==> src/rtl/nfa_pkg.sv <==
// Shared definitions for the NFA character feeder: FSM state codes,
// the flush byte, and a helper that decodes a word's byte count.
package nfa_pkg;

    typedef logic [2:0] state_t;

    localparam state_t ST_IDLE    = 3'd0;
    localparam state_t ST_SOD     = 3'd1;
    localparam state_t ST_STREAM  = 3'd2;
    localparam state_t ST_FLUSH   = 3'd3;
    localparam state_t ST_CAPTURE = 3'd4;
    localparam state_t ST_REPORT  = 3'd5;

    // Byte fed to the engines after the last packet byte to push the final
    // accept state into their registered sticky output.
    localparam logic [7:0] FLUSH_CHAR = 8'h00;

    // Number of valid bytes in a word (1..4). Only an eop word can be short,
    // and an in_bytes value of 0 means a full word.
    function automatic logic [2:0] byte_limit(input logic eop, input logic [1:0] nbytes);
        if (eop && (nbytes != 2'd0)) begin
            return {1'b0, nbytes};
        end
        return 3'd4;
    endfunction

endpackage

==> src/rtl/nfa_word_serializer.sv <==
// Holds one 32-bit input word and presents it a byte at a time, least
// significant byte first, together with a flag marking its last valid byte.
module nfa_word_serializer
    import nfa_pkg::*;
(
    input  logic        clk,
    input  logic        rst,
    input  logic        load_i,
    input  logic        adv_i,
    input  logic [31:0] data_i,
    input  logic        eop_i,
    input  logic [1:0]  bytes_i,
    output logic [7:0]  byte_o,
    output logic        last_o,
    output logic        eop_o
);

    logic [31:0] word_q, word_d;
    logic [1:0]  idx_q, idx_d;
    logic [2:0]  limit_q, limit_d;
    logic        eop_q, eop_d;

    // Next-state: a load restarts at byte 0; otherwise advance when asked.
    always_comb begin
        word_d  = word_q;
        idx_d   = idx_q;
        limit_d = limit_q;
        eop_d   = eop_q;
        if (load_i) begin
            word_d  = data_i;
            idx_d   = 2'd0;
            limit_d = byte_limit(eop_i, bytes_i);
            eop_d   = eop_i;
        end else if (adv_i) begin
            idx_d = idx_q + 2'd1;
        end
    end

    // Word register, byte index and last-byte limit.
    always_ff @(posedge clk or posedge rst) begin
        if (rst) begin
            word_q  <= 32'd0;
            idx_q   <= 2'd0;
            limit_q <= 3'd4;
            eop_q   <= 1'b0;
        end else begin
            word_q  <= word_d;
            idx_q   <= idx_d;
            limit_q <= limit_d;
            eop_q   <= eop_d;
        end
    end

    // Byte select and last-byte detection for the current index.
    always_comb begin
        byte_o = 8'd0;
        case (idx_q)
            2'd0:    byte_o = word_q[7:0];
            2'd1:    byte_o = word_q[15:8];
            2'd2:    byte_o = word_q[23:16];
            default: byte_o = word_q[31:24];
        endcase
        last_o = (({1'b0, idx_q} + 3'd1) == limit_q);
        eop_o  = eop_q;
    end

endmodule

==> src/rtl/nfa_char_feeder.sv <==
// Front end for a bank of NFA engines: serializes packet words onto the
// char/en/sod bus, flushes the engines after the last byte, captures their
// sticky match vector and reports one record per packet.
//
// Handshakes: a word moves when in_valid & in_ready are both high at a rising
// edge; a result moves when res_valid & res_ready are both high. A valid
// side never withdraws its data before the transfer; ready may change freely.
module nfa_char_feeder
    import nfa_pkg::*;
#(
    parameter int N_ENG = 8,
    parameter int LEN_W = 16
)
(
    input  logic             clk,
    input  logic             rst,
    input  logic             in_valid,
    output logic             in_ready,
    input  logic [31:0]      in_data,
    input  logic             in_sop,
    input  logic             in_eop,
    input  logic [1:0]       in_bytes,
    output logic [7:0]       char,
    output logic             en,
    output logic             sod,
    input  logic [N_ENG-1:0] eng_out,
    output logic             res_valid,
    input  logic             res_ready,
    output logic [N_ENG-1:0] res_match,
    output logic [LEN_W-1:0] res_len,
    output logic             res_ovf,
    output logic             err_drop,
    output logic [2:0]       dbg_state
);

    state_t             state_q, state_d;
    logic               wait_q, wait_d;     // STREAM is idle, waiting for the next word
    logic [LEN_W-1:0]   len_q, len_d;
    logic               ovf_q, ovf_d;
    logic [N_ENG-1:0]   match_q, match_d;

    logic               ser_load, ser_adv;
    logic [7:0]         ser_byte;
    logic               ser_last, ser_eop;

    logic               in_ready_c, err_drop_c;

    nfa_word_serializer u_ser (
        .clk     (clk),
        .rst     (rst),
        .load_i  (ser_load),
        .adv_i   (ser_adv),
        .data_i  (in_data),
        .eop_i   (in_eop),
        .bytes_i (in_bytes),
        .byte_o  (ser_byte),
        .last_o  (ser_last),
        .eop_o   (ser_eop)
    );

    // Packet FSM: decides outputs, word loads, byte advance and counters.
    always_comb begin
        state_d    = state_q;
        wait_d     = wait_q;
        len_d      = len_q;
        ovf_d      = ovf_q;
        match_d    = match_q;
        ser_load   = 1'b0;
        ser_adv    = 1'b0;
        in_ready_c = 1'b0;
        err_drop_c = 1'b0;
        char       = 8'd0;
        en         = 1'b0;
        sod        = 1'b0;
        res_valid  = 1'b0;

        case (state_q)
            ST_IDLE: begin
                in_ready_c = 1'b1;
                if (in_valid) begin
                    if (in_sop) begin
                        ser_load = 1'b1;
                        len_d    = '0;
                        ovf_d    = 1'b0;
                        wait_d   = 1'b0;
                        state_d  = ST_SOD;
                    end else begin
                        err_drop_c = 1'b1;
                    end
                end
            end

            ST_SOD: begin
                sod     = 1'b1;
                state_d = ST_STREAM;
            end

            ST_STREAM: begin
                // While waiting the index is held, so char repeats the last byte.
                char = ser_byte;
                if (wait_q) begin
                    in_ready_c = 1'b1;
                    if (in_valid) begin
                        ser_load = 1'b1;
                        wait_d   = 1'b0;
                    end
                end else begin
                    en = 1'b1;
                    if (len_q == {LEN_W{1'b1}}) begin
                        ovf_d = 1'b1;
                    end else begin
                        len_d = len_q + LEN_W'(1);
                    end
                    if (ser_last) begin
                        if (ser_eop) begin
                            state_d = ST_FLUSH;
                        end else begin
                            // Offer the next word on the last byte so words run back to back.
                            in_ready_c = 1'b1;
                            if (in_valid) begin
                                ser_load = 1'b1;
                            end else begin
                                wait_d = 1'b1;
                            end
                        end
                    end else begin
                        ser_adv = 1'b1;
                    end
                end
            end

            ST_FLUSH: begin
                en      = 1'b1;
                char    = FLUSH_CHAR;
                state_d = ST_CAPTURE;
            end

            ST_CAPTURE: begin
                match_d = eng_out;
                state_d = ST_REPORT;
            end

            ST_REPORT: begin
                res_valid = 1'b1;
                if (res_ready) begin
                    len_d   = '0;
                    ovf_d   = 1'b0;
                    state_d = ST_IDLE;
                end
            end

            default: begin
                state_d = ST_IDLE;
            end
        endcase
    end

    // State, counters and captured result.
    always_ff @(posedge clk or posedge rst) begin
        if (rst) begin
            state_q <= ST_IDLE;
            wait_q  <= 1'b0;
            len_q   <= '0;
            ovf_q   <= 1'b0;
            match_q <= '0;
        end else begin
            state_q <= state_d;
            wait_q  <= wait_d;
            len_q   <= len_d;
            ovf_q   <= ovf_d;
            match_q <= match_d;
        end
    end

    // IDLE drives in_ready high, so the handshake outputs are masked during reset.
    always_comb begin
        in_ready  = in_ready_c & ~rst;
        err_drop  = err_drop_c & ~rst;
        res_match = match_q;
        res_len   = len_q;
        res_ovf   = ovf_q;
        dbg_state = state_q;
    end

endmodule

==> config.mk <==
export PLATFORM = sky130hd
export DESIGN_NAME = nfa_char_feeder
export DESIGN_NICKNAME = d
export VERILOG_FILES = /design/src/rtl/nfa_pkg.sv /design/src/rtl/nfa_word_serializer.sv /design/src/rtl/nfa_char_feeder.sv
export SDC_FILE = /design/constraint.sdc
export NUM_CORES = 1
export LEC_CHECK = 0
export ABC_CLOCK_PERIOD_IN_PS = 6000
export CORE_ASPECT_RATIO = 0.75
export CORE_MARGIN = 4
export CORE_UTILIZATION = 40
export DETAILED_ROUTE_END_ITERATION = 8
export GPL_TIMING_DRIVEN = 0
export PLACE_DENSITY_LB_ADDON = 0.12
export REMOVE_ABC_BUFFERS = 1
export SETUP_SLACK_MARGIN = 0.3
export SLEW_MARGIN = 20
export SYNTH_ARGS = -nofsm -noshare
export SYNTH_HDL_FRONTEND = slang
export SYNTH_SLANG_ARGS = --single-unit
==> constraint.sdc <==
create_clock -name clk -period 6 [get_ports clk]
set_input_delay 1.2 -clock clk [delete_from_list [all_inputs] [get_ports clk]]
set_output_delay 1.2 -clock clk [all_outputs]
set_load 0.05 [all_outputs]
==> results of run 1 <==
## power groups by stage
stage	registers [mW]	logic [mW]	clock network, mW
floorplan	0.898	0.684	0
global placement	0.767	1.14	0
detailed placement	0.774	1.16	0
CTS	0.769	1.17	0.334
global route	0.799	1.26	0.354
finish	0.770	1.16	0.319
## synthesized netlist by cell type, types with 3 or more instances
cell / count / area share
sky130_fd_sc_hd__buf_2: 4 / 0.0060
sky130_fd_sc_hd__and3_1: 7 / 0.013
sky130_fd_sc_hd__and2_1: 3 / 0.0056
sky130_fd_sc_hd__inv_1: 8 / 0.0090
sky130_fd_sc_hd__a21oi_1: 24 / 0.036
sky130_fd_sc_hd__nand3_1: 7 / 0.010
sky130_fd_sc_hd__or4_1: 3 / 0.0067
sky130_fd_sc_hd__o31ai_1: 4 / 0.0090
sky130_fd_sc_hd__ha_1: 5 / 0.019
sky130_fd_sc_hd__o21ai_0: 14 / 0.021
sky130_fd_sc_hd__mux2_4: 15 / 0.067
sky130_fd_sc_hd__nor2b_1: 3 / 0.0056
sky130_fd_sc_hd__a222oi_1: 8 / 0.024
sky130_fd_sc_hd__dfrtp_1: 66 / 0.49
sky130_fd_sc_hd__nand2_1: 21 / 0.024
sky130_fd_sc_hd__mux2_2: 26 / 0.087
sky130_fd_sc_hd__nand4_1: 7 / 0.013
sky130_fd_sc_hd__nor2_1: 26 / 0.029
sky130_fd_sc_hd__xor2_1: 3 / 0.0078
sky130_fd_sc_hd__clkbuf_1: 9 / 0.010
sky130_fd_sc_hd__nor3_1: 5 / 0.0075
sky130_fd_sc_hd__or3_1: 5 / 0.0093
sky130_fd_sc_hd__buf_6: 4 / 0.013
sky130_fd_sc_hd__o211ai_1: 3 / 0.0067
## routing by layer
| layer | global-route usage | vias up | part of all wire |
|---|---|---|---|
| met5 | 0 | - | 0 |
| met4 | 0.0328 | 0 | 0.0076 |
| met3 | 0.0569 | 5 | 0.062 |
| met2 | 0.273 | 76 | 0.45 |
| met1 | 0.248 | 1306 | 0.48 |
| li1 | - | 1291 | - |
## per-stage QoR
step                      cell area [sq um]  cells  power [mW]
after CTS                              4480    500        2.27
after detailed placement               4320    484        1.94
after global routing                   4480    500        2.41
after global placement                 4260    481        1.91
final                                  4480    500        2.25
after floorplan                        3240    288        1.58
## final timing paths
kind | startpoint | end | depth (start not counted)
max | u_ser.idx_q[0]$_DFFE_PP0P_ | in_ready | 5
min in group asynchronous | rst | res_len[11]$_DFFE_PP0P_ | 2
min reg2reg | u_ser.word_q[25]$_DFFE_PP0P_ | u_ser.word_q[25]$_DFFE_PP0P_ | 1
min | u_ser.word_q[25]$_DFFE_PP0P_ | u_ser.word_q[25]$_DFFE_PP0P_ | 1
max reg2reg | u_ser.idx_q[0]$_DFFE_PP0P_ | u_ser.word_q[4]$_DFFE_PP0P_ | 6
max in group asynchronous | rst | u_ser.limit_q[2]$_DFFE_PP1P_ | 3
## area by class of cell
type / instances / area [sq um] / area share
sequential: 67 / 1680 / 0.374
multi-input combinational: 213 / 1540 / 0.344
timing repair buffer: 91 / 936 / 0.209
clock buffer: 11 / 131 / 0.0293
tap: 105 / 131 / 0.0293
inverter: 8 / 32.5 / 0.00726
clock inverter: 5 / 30.0 / 0.00670
## sequential cells by signal, summed over array words and instances, names as in the netlist
signal and cells:
u_ser.idx_q 2, res_match 8, wait_q 1, res_len 16, u_ser.word_q 32, u_ser.limit_q 3, u_ser.eop_o 1, dbg_state 3
res_ovf 1
## cell families after synthesis
family	after synthesis	share of synthesized area
buffers and inverters	26	0.0400
xor gates and xnor gates	5	0.0131
adders and majority gates	5	0.0187
AOI/OAI and AO/OA	64	0.122
DFF	67	0.501
muxes	42	0.158
and+or+nand+nor	97	0.147
==> metrics.txt, run 1 <==
Buf+Inv Stages, Crit Path 1; pwr/cell area between 500 and 600 nW/um^2; Clock Root Buffer sky130_fd_sc_hd__clkbuf_8; I/O pin total 89; Crit-path slowest cell sky130_fd_sc_hd__clkdlybuf4s50_1; DIE WIDTH 114 um; switching share of power 0.433; asr flop ratio synth 1.00; TritonCTS Sinks 67; most used cells in the layout excluding fill and tap cells 88 x sky130_fd_sc_hd__clkdlybuf4s50_1, 66 x sky130_fd_sc_hd__dfrtp_1, 26 x sky130_fd_sc_hd__nor2_1, 26 x sky130_fd_sc_hd__mux2_2, 24 x sky130_fd_sc_hd__a21oi_1; TritonCTS buffer count 9; nets 443; worst hold slack ~0.5 ns; post-route core utilization 0.559; pin slew with the least headroom to its limit ~0.63 ns; post-placement worst setup slack 1.86 ns; Chip Height 87.2 um; Die Outline Area roughly 9900 sq um; min cycle time layout 4.46 ns; Synth Warn # 0; CP Launch Type register; Core Region approximately 8000 sq um; design internal power ~1.3 mW; buffers inserted during post-CTS setup optimization 0; via count of the first global-routing pass between 2000 and 3000; portion of the post-synthesis area used by sequential elements 0.501; effective utilization at floorplan 0.417; worst path arrival time around 3.3 ns; Detailed Routing Iterations Pass 1 6; all-layer global routing usage 0.177; RSZ-0062 raised after global routing no; Rel. slew slack 0.578; Final Hold Fails 0; final WL 8340 um; total net switching power approximately 0.97 mW; number of library cell types mapped by synthesis between 40 and 50; CP required 4.80 ns; Comb pwr share 0.515; routability congestion estimate between 0.7 and 0.8; proportion of layout cells with a drive suffix above 1 0.167; maxcap violations 0; half-perimeter wire length after detailed placement 5820 um; EDFF count, synth 0; final worst clock skew around 0.0092 ns; worst setup margin approximately 1.5 ns; critical path peak fanout 17; most common library cell in the layout ignoring fill and taps sky130_fd_sc_hd__clkdlybuf4s50_1; number of cell rows 28; category of the most critical setup path register to primary output; initial antenna violation count 0; number of resized instances in the post-cts repair step 0; First DRT Iteration DRCs 182; hold-fix buffers at CTS 0; leakage power ~1.9 nW; clock tree from TritonCTS done; Slew Viols, Final 0; cell family with most CP delay buffers and inverters; Post-Synthesis Mean Instance Area between 10 and 15 sq um; wire length of the first global-routing pass around 14000 um; part of the power in registers 0.343; outcome complete, no violations; worst skew pair latency 0.34 ns; internal reg-to-reg setup slack 3.19 ns; number of nets with antenna violations after detailed routing 0; Main synth FF type sky130_fd_sc_hd__dfrtp_1; largest voltage drop on the vdd net around 0.00029 V; Achievable Freq 224 MHz; fillcell total roughly 740; summed instance area of the synthesized netlist approximately 3300 sq um; count of inserted antenna diode cells 0; signed area change from the synthesized netlist to the final layout 33.9%; critical path endpoint category primary output; post-DR wirelength/cell between 15 and 20 um; number of cells produced by synthesis between 300 and 400; delay of the slowest cell on the worst path around 0.86 ns; Overflow after GRT 0; crit share post-route 0.744; pin count of the biggest net entering global routing 53; register bit total from synthesis 67; via/cell ratio ~5.4; DRC Markers 0; post-route setup TNS 0 ns; H-tree levels 3; total of buffers placed on input and output ports 88; clock network fraction of total power 0.142; clock slew seen by the registers of the worst setup and hold paths approximately 0.070 ns; Bufs on Longest Clock Path 2; cell chain of the critical path ha_1 > xor2_1 > or4_4 > a211oi_1 > clkdlybuf4s50_1; routed via count between 2000 and 3000; Hold Path Class register to register; final setup fails 0
Power figures use the tool's default switching activity.
==> run 2, diff against run 1 <==
--- a/config.mk
+++ b/config.mk
@@ -5,7 +5,7 @@
 export SDC_FILE = /design/constraint.sdc
 export NUM_CORES = 1
 export LEC_CHECK = 0
-export ABC_CLOCK_PERIOD_IN_PS = 6000
+export ABC_CLOCK_PERIOD_IN_PS = 4500
 export CORE_ASPECT_RATIO = 0.75
 export CORE_MARGIN = 4
 export CORE_UTILIZATION = 40
==> constraint.sdc (replaced) <==
create_clock -name clk -period 4.5 [get_ports clk]
set_input_delay 0.9 -clock clk [delete_from_list [all_inputs] [get_ports clk]]
set_output_delay 0.9 -clock clk [all_outputs]
set_load 0.05 [all_outputs]
==> run 2 against run 1 <==
Cell count did not move. Sequential power rose by 34%. Sequential cell count did not move. Clock skew barely moved. Core utilization barely moved. Highest routed layer unchanged. Clock-buffer cell count did not move. Critical path type unchanged. Worst hold slack barely moved.
==> metrics.txt, run 2 (synthesis results as in run 1) <==
category of the most critical setup path register to primary output; register bank with the most flops u_ser.word_q; part of the power in registers 0.342 (about the same); Core Region 8020 sq um (unchanged); crit share post-route 0.880; effective utilization at floorplan 0.417 (unchanged); pin count of the biggest net entering global routing 53 (unchanged); internal reg-to-reg setup slack 1.89 ns (-1.30 ns); CP Launch Type register; post-route setup TNS 0 ns (unchanged); all-layer global routing usage 0.177 (unchanged); number of cell rows 28 (unchanged); Overflow after GRT 0 (unchanged); RSZ-0062 raised after global routing no; via count of the first global-routing pass 2702 (unchanged); CP required 3.60 ns (-1.20 ns); H-tree levels 3 (unchanged); Hold Path Class register to register; most used cells in the layout excluding fill and tap cells 88 x sky130_fd_sc_hd__clkdlybuf4s50_1, 66 x sky130_fd_sc_hd__dfrtp_1, 26 x sky130_fd_sc_hd__nor2_1, 26 x sky130_fd_sc_hd__mux2_2, 24 x sky130_fd_sc_hd__a21oi_1; routability congestion estimate 0.795 (unchanged); worst skew pair latency 0.34 ns (about the same); Clock Root Buffer sky130_fd_sc_hd__clkbuf_8; outcome complete, no violations; DIE WIDTH 114 um (unchanged); wire length of the first global-routing pass 13800 um (unchanged); pwr/cell area 668 nW/um^2 (+33%); design internal power 1.70 mW (+33%); Achievable Freq approximately 250 MHz; Chip Height 87.2 um (unchanged); largest voltage drop on the vdd net 0.000384 V (+33%); critical path peak fanout 17 (unchanged); DRC Markers 0 (unchanged); TritonCTS Sinks 67 (unchanged); Die Outline Area 9910 sq um (unchanged); proportion of layout cells with a drive suffix above 1 0.170 (+0.00253); post-DR wirelength/cell 16.7 um (about the same); most common library cell in the layout ignoring fill and taps sky130_fd_sc_hd__clkdlybuf4s50_1; hold-fix buffers at CTS 0 (unchanged); signed area change from the synthesized netlist to the final layout 33.9% (about the same); via/cell ratio 5.35 (-0.19%); final worst clock skew 0.00886 ns (-0.000329 ns); total of buffers placed on input and output ports 88 (unchanged); First DRT Iteration DRCs 182 (unchanged); fillcell total 737 (-0.14%); final WL 8340 um (about the same); min cycle time layout between 3 and 4 ns; clock slew seen by the registers of the worst setup and hold paths 0.07 ns (about the same); Bufs on Longest Clock Path 2 (unchanged); half-perimeter wire length after detailed placement 5820 um (unchanged); nets 443 (unchanged); switching share of power 0.433 (about the same); clock network fraction of total power 0.142 (about the same); number of nets with antenna violations after detailed routing 0 (unchanged); pin slew with the least headroom to its limit 0.604 ns (-0.0281 ns); maxcap violations 0 (unchanged); total net switching power 1.30 mW (+33%); buffers inserted during post-CTS setup optimization 0 (unchanged); Detailed Routing Iterations Pass 1 4 (-2); TritonCTS buffer count 9 (unchanged); initial antenna violation count 0 (unchanged); flip-flop count of the largest register, all copies and words added 32 (unchanged); worst path arrival time 3.06 ns (-0.20 ns); count of inserted antenna diode cells 0 (unchanged); final setup fails 0 (unchanged); Slew Viols, Final 0 (unchanged); I/O pin total 89 (unchanged); post-route core utilization 0.559 (about the same); routed via count 2673 (-0.19%); Final Hold Fails 0 (unchanged); overall power consumption 3.00 mW (+33%); Rel. slew slack 0.595 (+0.0169); clock tree from TritonCTS done; Comb pwr share 0.515 (about the same); critical path endpoint category primary output; leakage power 1.90 nW (-0.10%)
run 2: cell counts in the layout (fill, tap and decap cells not counted):
No cell type changed its count.
run 2: stage by stage:
| stage | area [sq um] | instances | worst slack (ns) | hold slack [ns] |
|---|---|---|---|---|
| after floorplan | 3240 | 288 | 0.883 | 0.469 |
| after global placement | 4260 | 481 | 0.582 | 0.484 |
| after detailed placement | 4320 | 484 | 0.662 | 0.492 |
| after CTS | 4480 | 500 | 0.512 | 0.509 |
| after global routing | 4480 | 500 | 0.378 | 0.527 |
| final | 4480 | 500 | 0.541 | 0.507 |
run 2: layer usage:
layer / global-route usage / wire, um
met5: 0 / 0
met1: 0.248 / 3950
met2: 0.273 / 3790
met3: 0.0569 / 534
met4: 0.0328 / 63
run 2: cell type report:
cell class / instances / area, sq um / share of cell area
sequential: 67 / 1680 / 0.374
multi-input combinational: 213 / 1550 / 0.345
timing repair buffer: 91 / 936 / 0.209
clock buffer: 11 / 131 / 0.0293
tap: 105 / 131 / 0.0293
inverter: 8 / 32.5 / 0.00725
clock inverter: 5 / 30.0 / 0.00670
run 2: worst paths after layout:
| path | cells past startpoint | endpoint | from |
|---|---|---|---|
| worst max-delay path | 5 | in_ready | u_ser.idx_q[0]$_DFFE_PP0P_ |
| worst min-delay path | 1 | u_ser.word_q[25]$_DFFE_PP0P_ | u_ser.word_q[25]$_DFFE_PP0P_ |
| worst max register to register | 6 | u_ser.word_q[4]$_DFFE_PP0P_ | u_ser.idx_q[0]$_DFFE_PP0P_ |
| worst min register to register | 1 | u_ser.word_q[25]$_DFFE_PP0P_ | u_ser.word_q[25]$_DFFE_PP0P_ |
| max in group asynchronous | 3 | u_ser.limit_q[2]$_DFFE_PP1P_ | rst |
| min in group asynchronous | 2 | res_len[11]$_DFFE_PP0P_ | rst |
run 2: critical path, stage by stage, from the launching register on:
cell,delay [ns]
sky130_fd_sc_hd__dfrtp_1,0.46
sky130_fd_sc_hd__ha_2,0.44
sky130_fd_sc_hd__xor2_1,0.15
sky130_fd_sc_hd__or4_4,0.55
sky130_fd_sc_hd__a211oi_1,0.27
sky130_fd_sc_hd__clkdlybuf4s50_1,0.86
run 2: power groups by stage:
stage	registers (mW)	clock network, mW	logic [mW]
4_1_cts	1.03	0.445	1.56
5_1_grt	1.07	0.473	1.68
2_1_floorplan	1.20	0	0.912
3_5_place_dp	1.03	0	1.55
3_3_place_gp	1.02	0	1.52
6_report	1.03	0.426	1.54
run 2: repair_timing:
item,CTS,global route
endpoints found under the hold margin,0,0
setup endpoints to repair,1,0
gates resized for setup,1,0
